**src/rtl/fft_run_ctrl.sv**
```systemverilog
// fft_run_ctrl: run sequencer for one FFT job plus arbitration of the shared sample SRAM.
//   clk, i_resetn (async, active-low)
//   i_start/i_cfg          : job request and point code (N = 2^(cfg+3))
//   i_host_req/o_host_grant: host SRAM access, granted only in IDLE and DONE
//   i_fft_done, i_sram_read_register : stage controller status and bank pointer
//   i_done_ack/o_done      : completion handshake
//   o_engine_resetn, o_point_configuration, o_working, o_cycle_count : engine control
//   o_busy, o_result_bank, o_error : job status
module fft_run_ctrl #(
    parameter int DELAY  = 10,
    parameter int MARGIN = 16,
    parameter int DRAIN  = 12
) (
    input  logic        clk,
    input  logic        i_resetn,
    input  logic        i_start,
    input  logic [2:0]  i_cfg,
    input  logic        i_host_req,
    input  logic        i_fft_done,
    input  logic        i_sram_read_register,
    input  logic        i_done_ack,
    output logic        o_engine_resetn,
    output logic [2:0]  o_point_configuration,
    output logic        o_working,
    output logic [10:0] o_cycle_count,
    output logic        o_busy,
    output logic        o_host_grant,
    output logic        o_done,
    output logic        o_result_bank,
    output logic        o_error
);
    typedef enum logic [2:0] {S_IDLE, S_CLR, S_RUN, S_DRAIN, S_DONE} state_t;

    state_t      state_q, state_d;
    logic [11:0] cnt_q, cnt_d;
    logic [2:0]  cfg_q, cfg_d;
    logic [10:0] cc_q, cc_d;
    logic        bank_q, bank_d;
    logic        err_q, err_d;
    logic        eng_rstn_q, eng_rstn_d;
    logic        work_q, work_d;
    logic        done_q, done_d;
    logic [31:0] stages_w, per_stage_w, budget_w;
    logic [11:0] cnt_inc;

    // stages * (butterfly cycles per stage + pipeline latency) + slack, wide then saturated
    assign stages_w    = 32'(i_cfg) + 32'd3;
    assign per_stage_w = (32'd1 << i_cfg) + 32'(DELAY);
    assign budget_w    = stages_w * per_stage_w + 32'(MARGIN);
    assign cnt_inc     = cnt_q + 12'd1;

    always_comb begin
        state_d = state_q;
        cnt_d   = cnt_q;
        cfg_d   = cfg_q;
        cc_d    = cc_q;
        bank_d  = bank_q;
        err_d   = err_q;
        case (state_q)
            S_IDLE: begin
                // host wins a same-cycle collision; start must be re-asserted
                if (i_start && !i_host_req) begin
                    cfg_d   = i_cfg;
                    cc_d    = (budget_w > 32'd2047) ? 11'd2047 : budget_w[10:0];
                    err_d   = 1'b0;
                    cnt_d   = '0;
                    state_d = S_CLR;
                end
            end
            S_CLR: begin
                cnt_d   = (cnt_q == 12'd1) ? '0 : cnt_inc;
                state_d = (cnt_q == 12'd1) ? S_RUN : S_CLR;
            end
            S_RUN: begin
                cnt_d = cnt_inc;
                if (i_fft_done) begin
                    bank_d  = i_sram_read_register;
                    cnt_d   = '0;
                    state_d = S_DRAIN;
                end else if (cnt_inc == {cc_q, 1'b0}) begin
                    // watchdog: twice the budget without done
                    err_d   = 1'b1;
                    cnt_d   = '0;
                    state_d = S_DRAIN;
                end
            end
            S_DRAIN: begin
                cnt_d   = (cnt_q == 12'(DRAIN - 1)) ? '0 : cnt_inc;
                state_d = (cnt_q == 12'(DRAIN - 1)) ? S_DONE : S_DRAIN;
            end
            S_DONE: state_d = i_done_ack ? S_IDLE : S_DONE;
            default: state_d = S_IDLE;
        endcase
        // registered outputs track the next state so they align with it
        eng_rstn_d = (state_d != S_CLR);
        work_d     = (state_d == S_RUN);
        done_d     = (state_d == S_DONE);
    end

    always_ff @(posedge clk or negedge i_resetn) begin
        if (!i_resetn) begin
            state_q    <= S_IDLE;
            cnt_q      <= '0;
            cfg_q      <= '0;
            cc_q       <= '0;
            bank_q     <= 1'b0;
            err_q      <= 1'b0;
            eng_rstn_q <= 1'b0;
            work_q     <= 1'b0;
            done_q     <= 1'b0;
        end else begin
            state_q    <= state_d;
            cnt_q      <= cnt_d;
            cfg_q      <= cfg_d;
            cc_q       <= cc_d;
            bank_q     <= bank_d;
            err_q      <= err_d;
            eng_rstn_q <= eng_rstn_d;
            work_q     <= work_d;
            done_q     <= done_d;
        end
    end

    assign o_engine_resetn       = eng_rstn_q;
    assign o_point_configuration = cfg_q;
    assign o_working             = work_q;
    assign o_cycle_count         = cc_q;
    assign o_busy                = (state_q != S_IDLE);
    assign o_host_grant          = i_host_req && (state_q == S_IDLE || state_q == S_DONE);
    assign o_done                = done_q;
    assign o_result_bank         = bank_q;
    assign o_error               = err_q;
endmodule

```
**config.mk**
```make
export PLATFORM = sky130hd
export DESIGN_NAME = fft_run_ctrl
export DESIGN_NICKNAME = d
export VERILOG_FILES = /design/src/rtl/fft_run_ctrl.sv
export SDC_FILE = /design/constraint.sdc
export NUM_CORES = 1
export LEC_CHECK = 0
export CORE_UTILIZATION = 55
export CTS_CLUSTER_DIAMETER = 200
export DETAILED_ROUTE_END_ITERATION = 16
export PLACE_DENSITY = 0.77
export SETUP_SLACK_MARGIN = 0.1
export SYNTH_ARGS = -nofsm -noshare
export SYNTH_HDL_FRONTEND = slang
export SYNTH_SLANG_ARGS = --single-unit
```
**constraint.sdc**
```tcl
create_clock -name clk -period 2.8 [get_ports clk]
set_input_delay 0.56 -clock clk [delete_from_list [all_inputs] [get_ports clk]]
set_output_delay 0.56 -clock clk [all_outputs]
set_load 0.005 [all_outputs]
```
==> results.md <==
* Post-synth EDFFs at 0
* Critical Path AT at 4.43 ns
* Slew Limit Fails at 0
* Die Span Y at 78.6 um
* Antenna Nets Post-Route at 0
* Yosys reg bits at 34
* Reg2Reg Depth at 8
* Worst Setup EP: o_cycle_count[8]
* Top Ports at 31
* Crit path max fanout at 5
* Status: finished, violations left
* Ys Warns at 0
* Grt ovf at 0
* Worst flop-to-flop path endpoint: cnt_q[5]
* Normalized max-slew margin at 0.538
* Fin Clk Skew at 0.0128 ns
* FILL cells at 380
* Mapped Area at 3230 um2
* CP startpoint: i_cfg[0]
* Crit share post-route at 1.52
* Critical Path Sink Type: flip-flop
* # diodes at 0
* DR WL/cell at 16.0 um
* PD cells at 681 nW/um2
* Drt pass-1 iters at 4
* Failing checks: negative setup slack
* Fin area at 4370 um2
* First-pass GRT wire length at 13,600 um
* Initial antenna violation count at 0
* Netlist cell types at 57
* Core Util, Final at 0.784
* RSZ-0062 raised after global routing: yes
* # setup viols final at 10
* Cts hold-fix bufs at 0
* Drt total wl at 8340 um
* Reg clk slew, reported paths at 0.07 ns
* Initial DRC count at 172
* NumNets Final at 503
* Placeable Area at 5570 um2
* Max cap viols at 0
* Die area at 6180 um2
* H-tree Lvls at 2
* Placed instance area at 4070 um2
* Final setup margin at -1.46 ns
* Hold_ws at 0.491 ns
* Total GRT Usage at 0.280
* Port Buf Inserts at 30
* Crit Path Category: in2reg
* Fin. Hold Viols at 0
* GP Congestion at 0.892
* Area grow syn2layout at 35.3%
* CTS tree: built
* Clock Tree Root: clkbuf_8
* Die X at 78.6 um
* Worst Max-Slew Pin Slew at 0.692 ns
* Post-Synthesis Cells at 357
* Initial core utilization at 0.579
* Final min period at 4.26 ns
* Leakage at 1.98 nW
* Vias at 3,016
* Layout cells sized above 1 at 0.272
* Max Freq at 235 MHz
* DRC viols at 0
* Yosys top cell by area: dfrtp_1
* Seq/Total Area, Yosys at 0.263
* Peak supply drop at 0.421 mV
* Reg2Reg Launch Point: cnt_q[5]
* # rows at 27
* Vias/cell at 5.79
* Primary FF master, synth: dfrtp_1
* Worst hold path class: reg2reg
* Hpwl dp at 6230 um
* Via count of the first global-routing pass at 3,101
* Clock latency on the worst-skew pair at 0.29 ns
* Clk buf depth at 2
* Yosys top cell area share at 0.263
* Largest net degree at the start of global routing at 35
* CTS sink cnt at 34
* Synth top area cells: dfrtp_1 (26%), ha_1 (13%), fa_1 (7.4%)
* CTS Buf Count at 5
* Startpoint types: input port
* Mean Syn Cell Area at 9.05 um2
* FF-to-FF setup slack at 0.24 ns
* Worst EP required at 2.96 ns
* Synth async-reset ratio at 1.00
-- kinds of logic after synthesis --
kind of cell | after synthesis | share of synthesized area
XOR/XNOR | 22 | 0.0597
adder cells (fa/ha/maj) | 45 | 0.202
AO/OA/AOI/OAI | 84 | 0.179
buffers and inverters | 30 | 0.0453
flip-flops | 34 | 0.263
multiplexers | 8 | 0.0267
AND/OR/NAND/NOR | 132 | 0.221
other | 2 | 0.00233
-- cells in the final DEF (no fill, tap or decap), types with 6 or more instances in the layout --
cell type        instances
nand2b_1                 9
xor2_1                   7
nand2_1                 32
dfrtp_1                 31
nand3_1                  7
clkdlybuf4s50_1         27
fa_1                    12
a31oi_1                  9
a21oi_1                 16
ha_1                    25
nor4_1                   6
nor2b_1                  7
clkbuf_8                 6
o21ai_0                 15
o22a_1                  10
ha_4                     6
inv_1                   14
nor2_1                  33
buf_4                   60
xnor2_1                 14
buf_6                    6
o21ai_2                  6
-- cell usage after synthesis (all sizes together), types with 3 or more instances --
cell     count
nand2       33
o31ai        3
nor3         6
buf          8
o22a        10
nand3       10
nor2        35
dfrtp       34
a22o         5
nand4        4
and2         5
nand2b      10
nor2b        9
o21ai       21
a21oi       19
inv         16
nor4         7
a31oi        9
and3         5
xnor2       15
clkbuf       6
mux2i        3
fa          12
mux2         5
xor2         7
ha          33
a2111oi      3
-- flip-flops by register name (all words and copies together) (netlist names) --
name,count
cnt_q,12
o_cycle_count,11
state_q,3
o_done,1
o_engine_resetn,1
o_error,1
o_working,1
o_point_configuration,3
o_result_bank,1
-- how the worst min path moves through the flow --
| stage | from | endpoint | slack [ns] | cells past startpoint |
|---|---|---|---|---|
| after floorplan | i_resetn | cnt_q[0] | 0.26 | 0 |
| after global placement | o_point_configuration[1] | o_point_configuration[1] | 0.47 | 2 |
| after detailed placement | o_point_configuration[0] | o_point_configuration[0] | 0.48 | 2 |
| after CTS | o_point_configuration[0] | o_point_configuration[0] | 0.50 | 2 |
| after global routing | o_point_configuration[0] | o_point_configuration[0] | 0.53 | 2 |
| final | o_point_configuration[0] | o_point_configuration[0] | 0.49 | 2 |
-- what timing repair did --
action / 4_1_cts / 5_1_grt
setup buffers: 4 / 1
pin swaps: 13 / 14
endpoints found under the setup margin: 10 / 25
cloned: 1 / 0
resized for setup: 22 / 17
-- power breakdown --
| group | internal, mW | switching [mW] | leakage, nW |
|---|---|---|---|
| sequential | 0.661 | 0.245 | 0.414 |
| clock | 0.380 | 0.185 | 0.0714 |
| combinational | 0.790 | 0.719 | 1.49 |
-- metrics by stage --
step                      cells  setup WS (ns)  setup TNS [ns]  power (mW)
after CTS                   520          -1.56          -15.56        2.92
after detailed placement    507          -2.22          -22.14        2.32
final                       521          -1.46          -14.44        2.98
after floorplan             360          -1.56          -15.64        1.75
after global routing        521          -1.65          -16.30        3.17
after global placement      507          -2.08          -20.80        2.26
-- routing by layer --
layer / wire [um] / track usage / vias to the layer above / part of all wire
li1: - / - / 1445 / -
met5: 0 / 0 / - / 0
met3: 318 / 0.0384 / 26 / 0.038
met1: 3260 / 0.306 / 1455 / 0.39
met4: 302 / 0.139 / 0 / 0.036
met2: 4460 / 0.523 / 90 / 0.53
-- layout make-up --
class	count	area, um2	area share
inverters	16	63.8	0.0146
well taps	72	90.1	0.0206
clock buffers	6	82.6	0.0189
flip-flops and latches	34	855	0.196
clock inverters	2	60.1	0.0137
multi-input cells	296	2410	0.551
repair buffers	95	812	0.186
-- worst max-delay path, stage by stage --
cell and delay (ns):
buf_6 0.10, buf_6 0.12, ha_4 0.15, nor2b_4 0.13, ha_4 0.17, xnor2_2 0.12
nand2_1 0.08, o21ai_2 0.06, fa_1 0.56, fa_1 0.46, ha_4 0.30, ha_4 0.19
a221o_1 0.30, a21o_1 0.17, a21oi_2 0.17, o21ai_2 0.08, o211ai_1 0.21, nand4_2 0.16
buf_6 0.17, o22a_1 0.16
(Power assumes the default switching activity.)
